$ cat config.mk
export PLATFORM = sky130hd
export DESIGN_NAME = alu_arbiter
export DESIGN_NICKNAME = d
export VERILOG_FILES = /design/src/rtl/alu_arbiter.sv
export SDC_FILE = /design/constraint.sdc
export NUM_CORES = 1
export LEC_CHECK = 0
export CAP_MARGIN = 25
export CORE_MARGIN = 1
export CORE_UTILIZATION = 35
export DETAILED_ROUTE_END_ITERATION = 16
export PLACE_DENSITY_LB_ADDON = 0.3
export SYNTH_ARGS = -nofsm -noshare
export SYNTH_HDL_FRONTEND = slang
export SYNTH_SLANG_ARGS = --single-unit
$ cat constraint.sdc
create_clock -name clk -period 3.6 [get_ports clk]
set_input_delay 0.72 -clock clk [delete_from_list [all_inputs] [get_ports clk]]
set_output_delay 0.72 -clock clk [all_outputs]
set_load 0.05 [all_outputs]
$ cat src/rtl/alu_arbiter.sv
// alu_arbiter: shares one external combinational ALU between two requesters.
// Requests are granted round-robin, executed one at a time, and returned
// tagged with the requester ID. A grant counter is kept per requester.
//
// Handshakes (all channels): a transfer happens on a rising edge where
// valid && ready are both high. The producer holds valid and payload stable
// until that edge. req*_ready is a pure function of the FSM state and the
// request valids; it never looks at rsp_ready. rsp_valid/rsp_* are held
// stable while rsp_valid && !rsp_ready.
module alu_arbiter #(
    parameter int WIDTH = 4,
    parameter int OPW   = 3,
    parameter int CNTW  = 8
) (
    input  logic             clk,
    input  logic             rst,
    // requester 0
    input  logic             req0_valid,
    output logic             req0_ready,
    input  logic [OPW-1:0]   req0_opcode,
    input  logic [WIDTH-1:0] req0_a,
    input  logic [WIDTH-1:0] req0_b,
    // requester 1
    input  logic             req1_valid,
    output logic             req1_ready,
    input  logic [OPW-1:0]   req1_opcode,
    input  logic [WIDTH-1:0] req1_a,
    input  logic [WIDTH-1:0] req1_b,
    // external ALU
    output logic [OPW-1:0]   alu_opcode,
    output logic [WIDTH-1:0] alu_a,
    output logic [WIDTH-1:0] alu_b,
    input  logic [WIDTH-1:0] alu_result,
    input  logic             alu_overflow,
    // response
    output logic             rsp_valid,
    input  logic             rsp_ready,
    output logic             rsp_id,
    output logic [WIDTH-1:0] rsp_result,
    output logic             rsp_overflow,
    // status
    output logic             busy,
    output logic [CNTW-1:0]  gnt_cnt0,
    output logic [CNTW-1:0]  gnt_cnt1,
    output logic [1:0]       dbg_state
);

    typedef enum logic [1:0] {
        S_IDLE = 2'd0,
        S_EXEC = 2'd1,
        S_RESP = 2'd2
    } state_t;

    localparam logic [CNTW-1:0] CNT_ONE = {{(CNTW-1){1'b0}}, 1'b1};

    state_t           r_state;
    logic             r_last_grant;
    logic [OPW-1:0]   r_alu_opcode;
    logic [WIDTH-1:0] r_alu_a;
    logic [WIDTH-1:0] r_alu_b;
    logic             r_rsp_valid;
    logic             r_rsp_id;
    logic [WIDTH-1:0] r_rsp_result;
    logic             r_rsp_overflow;
    logic [CNTW-1:0]  r_gnt_cnt0;
    logic [CNTW-1:0]  r_gnt_cnt1;

    logic             w_idle;
    logic             w_grant;
    logic             w_ready0;
    logic             w_ready1;
    logic             w_accept;
    logic [OPW-1:0]   w_sel_opcode;
    logic [WIDTH-1:0] w_sel_a;
    logic [WIDTH-1:0] w_sel_b;

    // Round-robin pick: a lone requester wins; on a tie the one that did not
    // win last time wins. Ready is only offered in IDLE to the winner.
    always_comb begin
        w_idle  = (r_state == S_IDLE);
        w_grant = 1'b0;
        if (req0_valid && req1_valid) begin
            w_grant = ~r_last_grant;
        end else if (req1_valid) begin
            w_grant = 1'b1;
        end
        w_ready0     = w_idle && req0_valid && !w_grant;
        w_ready1     = w_idle && req1_valid && w_grant;
        w_accept     = w_ready0 || w_ready1;
        w_sel_opcode = w_grant ? req1_opcode : req0_opcode;
        w_sel_a      = w_grant ? req1_a      : req0_a;
        w_sel_b      = w_grant ? req1_b      : req0_b;
    end

    // Sequencer: accept -> one EXEC cycle for the ALU to settle -> hold the
    // response until consumed. alu_* and rsp_* keep their last values.
    always_ff @(posedge clk) begin
        if (rst) begin
            r_state        <= S_IDLE;
            r_last_grant   <= 1'b1;
            r_alu_opcode   <= '0;
            r_alu_a        <= '0;
            r_alu_b        <= '0;
            r_rsp_valid    <= 1'b0;
            r_rsp_id       <= 1'b0;
            r_rsp_result   <= '0;
            r_rsp_overflow <= 1'b0;
            r_gnt_cnt0     <= '0;
            r_gnt_cnt1     <= '0;
        end else begin
            case (r_state)
                S_IDLE: begin
                    if (w_accept) begin
                        r_alu_opcode <= w_sel_opcode;
                        r_alu_a      <= w_sel_a;
                        r_alu_b      <= w_sel_b;
                        r_rsp_id     <= w_grant;
                        r_last_grant <= w_grant;
                        if (w_grant) begin
                            r_gnt_cnt1 <= r_gnt_cnt1 + CNT_ONE;
                        end else begin
                            r_gnt_cnt0 <= r_gnt_cnt0 + CNT_ONE;
                        end
                        r_state <= S_EXEC;
                    end
                end
                S_EXEC: begin
                    r_rsp_result   <= alu_result;
                    r_rsp_overflow <= alu_overflow;
                    r_rsp_valid    <= 1'b1;
                    r_state        <= S_RESP;
                end
                S_RESP: begin
                    if (rsp_ready) begin
                        r_rsp_valid <= 1'b0;
                        r_state     <= S_IDLE;
                    end
                end
                default: begin
                    r_rsp_valid <= 1'b0;
                    r_state     <= S_IDLE;
                end
            endcase
        end
    end

    assign req0_ready   = w_ready0;
    assign req1_ready   = w_ready1;
    assign alu_opcode   = r_alu_opcode;
    assign alu_a        = r_alu_a;
    assign alu_b        = r_alu_b;
    assign rsp_valid    = r_rsp_valid;
    assign rsp_id       = r_rsp_id;
    assign rsp_result   = r_rsp_result;
    assign rsp_overflow = r_rsp_overflow;
    assign busy         = (r_state != S_IDLE);
    assign gnt_cnt0     = r_gnt_cnt0;
    assign gnt_cnt1     = r_gnt_cnt1;
    assign dbg_state    = r_state;

endmodule
* Word level (Yosys, flattened, before mapping)
Cells that the tools add are included.
** Cells by class
- $add $sub $neg :: 2
- Eq/ne operators :: 4
- Multiplexer cells :: 10
- Bitwise operators :: 3
- Reduce and logical (&&, ||, !) cells :: 14
** Operator list (number)
- 8-bit by 1-bit adder with 8-bit output (second input constant) :: 2
- 4-bit two-way mux :: 2
- 2-bit one-hot mux with 3 select lines :: 1
- 2-bit AND reduction :: 3
- 3-bit AND reduction :: 2
- 1-bit logical AND :: 5
- 2-bit two-way mux :: 2
- 1-bit two-way mux :: 3
- 3-bit two-way mux :: 1
- 1-bit NOT :: 3
- 1-bit one-hot mux with 3 select lines :: 1
- 2-bit by 1-bit equality test with 1-bit output (second input constant) :: 1
- 2-bit equality test (second input constant) :: 1
- 2-bit zero test :: 1
- 2-bit by 1-bit inequality test with 1-bit output (second input constant) :: 1
- 2-bit inequality test (second input constant) :: 1
- 2-bit nonzero test :: 1
- 1-bit zero test :: 1
- 1-bit logical OR :: 1
** Storage, ports and cells
- Register bits :: 37
- Input port bits :: 32
- Output and inout bits :: 39
- Word-level logic and storage cells :: 44

* Depth between registers and ports, before layout
- Word-level depth :: 7
- Depth in mapped cells :: 5
- Depth with buffers taken out :: 4

* Worst setup path before layout
Ideal clock, no wire load.
- Kind :: flip-flop to output port
- From :: register r_state[1], in the netlist dbg_state[1]
- To :: output port req1_ready
- Arrival :: 2.021 ns
- Data required time :: 2.880 ns
- Path slack :: 0.859 ns
- Stages on the path, launching flop included :: 5
- Buffers on the path :: 1
- Path through :: dfxtp_1 > nor2_2 > inv_1 > clkbuf_1 > nor2_1
** Between the ends
- Longest elaborated chain between the ends :: 3
** Ends and longest elaborated chain
- start, declared :: RTL line 56 : state_t r_state;
- start signal, assigned :: RTL line 99 : r_state <= S_IDLE;
- start signal, assigned :: RTL line 124 : r_state <= S_EXEC;
- start signal, assigned :: RTL line 131 : r_state <= S_RESP;
- 2-bit zero test :: RTL line 80 : w_idle = (r_state == S_IDLE);
- 1-bit logical AND (2 in a row) :: RTL line 88 : w_ready1 = w_idle && req1_valid && w_grant;
- end, declared :: RTL line 25 : output logic req1_ready,
No other way between the ends.

* Worst setup path after layout
- From :: input port req0_valid
- To :: output port req0_ready
** Between the ends
- Longest elaborated chain between the ends :: 4
- Elaborated cells on any way between the ends :: 5
- Classes of those cells :: mux: 1; reduce/logical: 4
** Ends and longest elaborated chain
- start, declared :: RTL line 18 : input logic req0_valid,
- 1-bit logical AND :: RTL line 82 : if (req0_valid && req1_valid) begin
- 1-bit two-way mux :: RTL line 82
- 1-bit zero test :: RTL line 87 : w_ready0 = w_idle && req0_valid && !w_grant;
- 1-bit logical AND * :: RTL line 87
- end, declared :: RTL line 19 : output logic req0_ready,
Mark *: on every way between the ends. The rest lies on a longest branch, timed or not.

==> out/metrics.yaml <==
route:
  avgRoutedWirePerCell_um: 13.7
  remaining_drc_errors: 0
  first_pass_iters: 4
  drt-total-wl_um: 4330
  drt-initial-drc-count: 106
  vias_per_cell: 5.32
  vias: 1681
  ant_nets: 0
grt:
  track_usage: 0.173
  gr-total-overflow: 0
  grt_pass1_vias: 1457
  grt_start_max_net_pins: 46
  antenna_found_initial: 0
  grt_pass1_wl_um: 6910
sta:
  fin_setup_tns_ps: 0
  final-setup-viol-count: 0
  skew_ps: 6.52
  rsz0062_at_grt: "false"
  min_period_over_period: 0.804
  final_max_slew_viol_count: 0
  timing.final.hold_violations: 0
  setup_ws_ps: 706
  fin_hold_ws_ps: 493
  tightest_slew_ps: 686
  fin_crit_ps: 2890
  fmax_mhz: 346
  slew_headroom: 0.542
place:
  place.port_buffers: 70
  place_ws_ps: 704
  gp_congestion: 0.760
  dp_hpwl_um: 3030
  place_area_sq_um: 2420
cts:
  h-tree-depth: 2
  cts_hold_buffers: 0
  path_clk_slew_ps: 70
  cts_resized: 0
  cts_buffers: 5
  postCtsSetupBuffers: 0
  cts_sinks: 37
  cts_root_buf: "clkbuf_8"
  cts_tree: "done"
  clockBufferDepth: 2
  insertion_delay_ps: 290
critical_path:
  reg2reg_from: "dbg_state[1]$_SDFFE_PP0P_"
  cp_max_fo: 11
  worstPathRequired_ps: 2880
  start_kind: "primary input"
  critical_path.endpoint_type: "output pin"
  crit_type: "in2out"
  cp-startpoint: "req0_valid"
  arrival_ps: 2170
synth:
  ys_types: 32
  synth-xor-area-share: 0
  synth_fp_nets: 231
  syn_area_per_cell_sq_um: 8.59
  synth_compound_area_frac: 0.166
  synth_seq_cells: 37
  yosysWarnings: 0
  ys_seq_area_frac: 0.438
  syn_area_sq_um: 1690
  synthMuxAreaShare: 0.0828
  syn-instance-count: 197
  synth_top_family_by_area: "simple AND/OR/NAND/NOR gates"
  synth-adder-area-share: 0.0148
  yosys.area_share.simple: 0.256
worst_hold_path:
  hold_start: "rsp_valid$_SDFFE_PP0P_"
  hold_class: "reg2reg"
cells_and_area:
  nFillCells: 437
  regArea_sq_um: 741
  multi_input_area_sq_um: 878
  antennaDiodeCount: 0
  nNetsFinal: 297
  layout_common_cells: "clkdlybuf4s50_1, dfxtp_1, nand2_1"
  drive_above_1_share: 0.0909
  syn2layout_area_growth_pct: 47.8
  final_area_sq_um: 2500
  final_common_cell: "clkdlybuf4s50_1"
pwr:
  vdd_ir_drop_max_v: 0.000257
  p_total_uw: 1040
  power.density_nw_per_um2: 418
  power_leakage_uw: 0.000909
run_status:
  status: "finished clean"
floorplanning:
  fp.dieH_um: 71.5
  core-area_sq_um: 4500
  ios: 71
  rows: 24
  die-area_sq_um: 5120
  start_util: 0.376
  die_w_um: 71.5
run:
  maxCapViolCount: 0
-- worst paths after layout --
kind	slack (ps)	cells past startpoint	end
worst min-delay path	490	2	rsp_valid$_SDFFE_PP0P_
worst min register to register	490	2	rsp_valid$_SDFFE_PP0P_
worst max register to register	1770	3	gnt_cnt0[3]$_SDFFE_PP0P_
worst max-delay path	710	4	req0_ready
-- synthesized netlist by cell type --
cell type / number / share of area
nand2_1: 27 / 0.060
nor4_1: 6 / 0.022
inv_1: 4 / 0.0089
or3b_1: 2 / 0.010
or4_1: 4 / 0.018
nor2_2: 1 / 0.0037
nor2_1: 19 / 0.042
a21bo_2: 1 / 0.0059
a22oi_1: 1 / 0.0044
a311oi_1: 11 / 0.057
nor4b_2: 1 / 0.0089
nand4bb_1: 1 / 0.0067
mux2_2: 8 / 0.053
o21ai_0: 4 / 0.012
clkbuf_1: 7 / 0.016
a21oi_1: 20 / 0.059
nor3_1: 1 / 0.0030
or3_1: 2 / 0.0074
and2_1: 1 / 0.0037
nor4b_1: 1 / 0.0052
buf_2: 4 / 0.012
ha_1: 2 / 0.015
or2_2: 1 / 0.0037
nor2b_1: 12 / 0.044
a21boi_0: 1 / 0.0044
dfxtp_1: 37 / 0.44
a211o_1: 1 / 0.0052
buf_1: 3 / 0.0067
nand4_1: 3 / 0.011
o31ai_1: 4 / 0.018
nand3_1: 2 / 0.0059
mux2i_1: 5 / 0.030
-- final cells by class --
class | count | area share
Multi-Input combinational cell | 142 | 0.351
Sequential cell | 37 | 0.296
Timing Repair Buffer | 73 | 0.287
Clock buffer | 6 | 0.0290
Tap cell | 52 | 0.0260
Inverter | 4 | 0.00601
Clock inverter | 2 | 0.00400
-- registers in the layout (all words and copies together), names as in the netlist --
name          count
rsp_valid         1
alu_opcode        3
alu_a             4
rsp_overflow      1
rsp_id            1
alu_b             4
gnt_cnt1          8
r_last_grant      1
rsp_result        4
dbg_state         2
gnt_cnt0          8
-- where the power goes --
| part | switching, uW | internal [uW] |
|---|---|---|
| clock | 143 | 134 |
| sequential | 20.6 | 438 |
| combinational | 193 | 116 |
| total | 357 | 688 |
-- cell families (layout without fill, tap and decap cells) --
kind of cell / after synthesis / count (layout)
buffers and inverters: 18 / 85
adder cells (fa/ha/maj): 2 / 2
AO/OA/AOI/OAI: 43 / 43
flip-flops: 37 / 37
AND/OR/NAND/NOR: 84 / 84
multiplexers: 13 / 13
-- worst max-delay path: stages --
cell and delay [ps]:
clkdlybuf4s50_1 550, or3b_1 530, nor2_1 160, buf_4 210
-- per-stage QoR --
stage,util,std cells
after global routing,0.555,316
after global placement,0.537,308
after CTS,0.555,316
after detailed placement,0.537,308
final,0.555,316
after floorplan,-,197
-- metal layers --
metal / wire, um / track usage
met1: 1910 / 0.227
met2: 2080 / 0.260
met3: 266 / 0.0661
met4: 77 / 0.0632
met5: 0 / 0
Note: power is estimated with default switching activity, not from simulation.
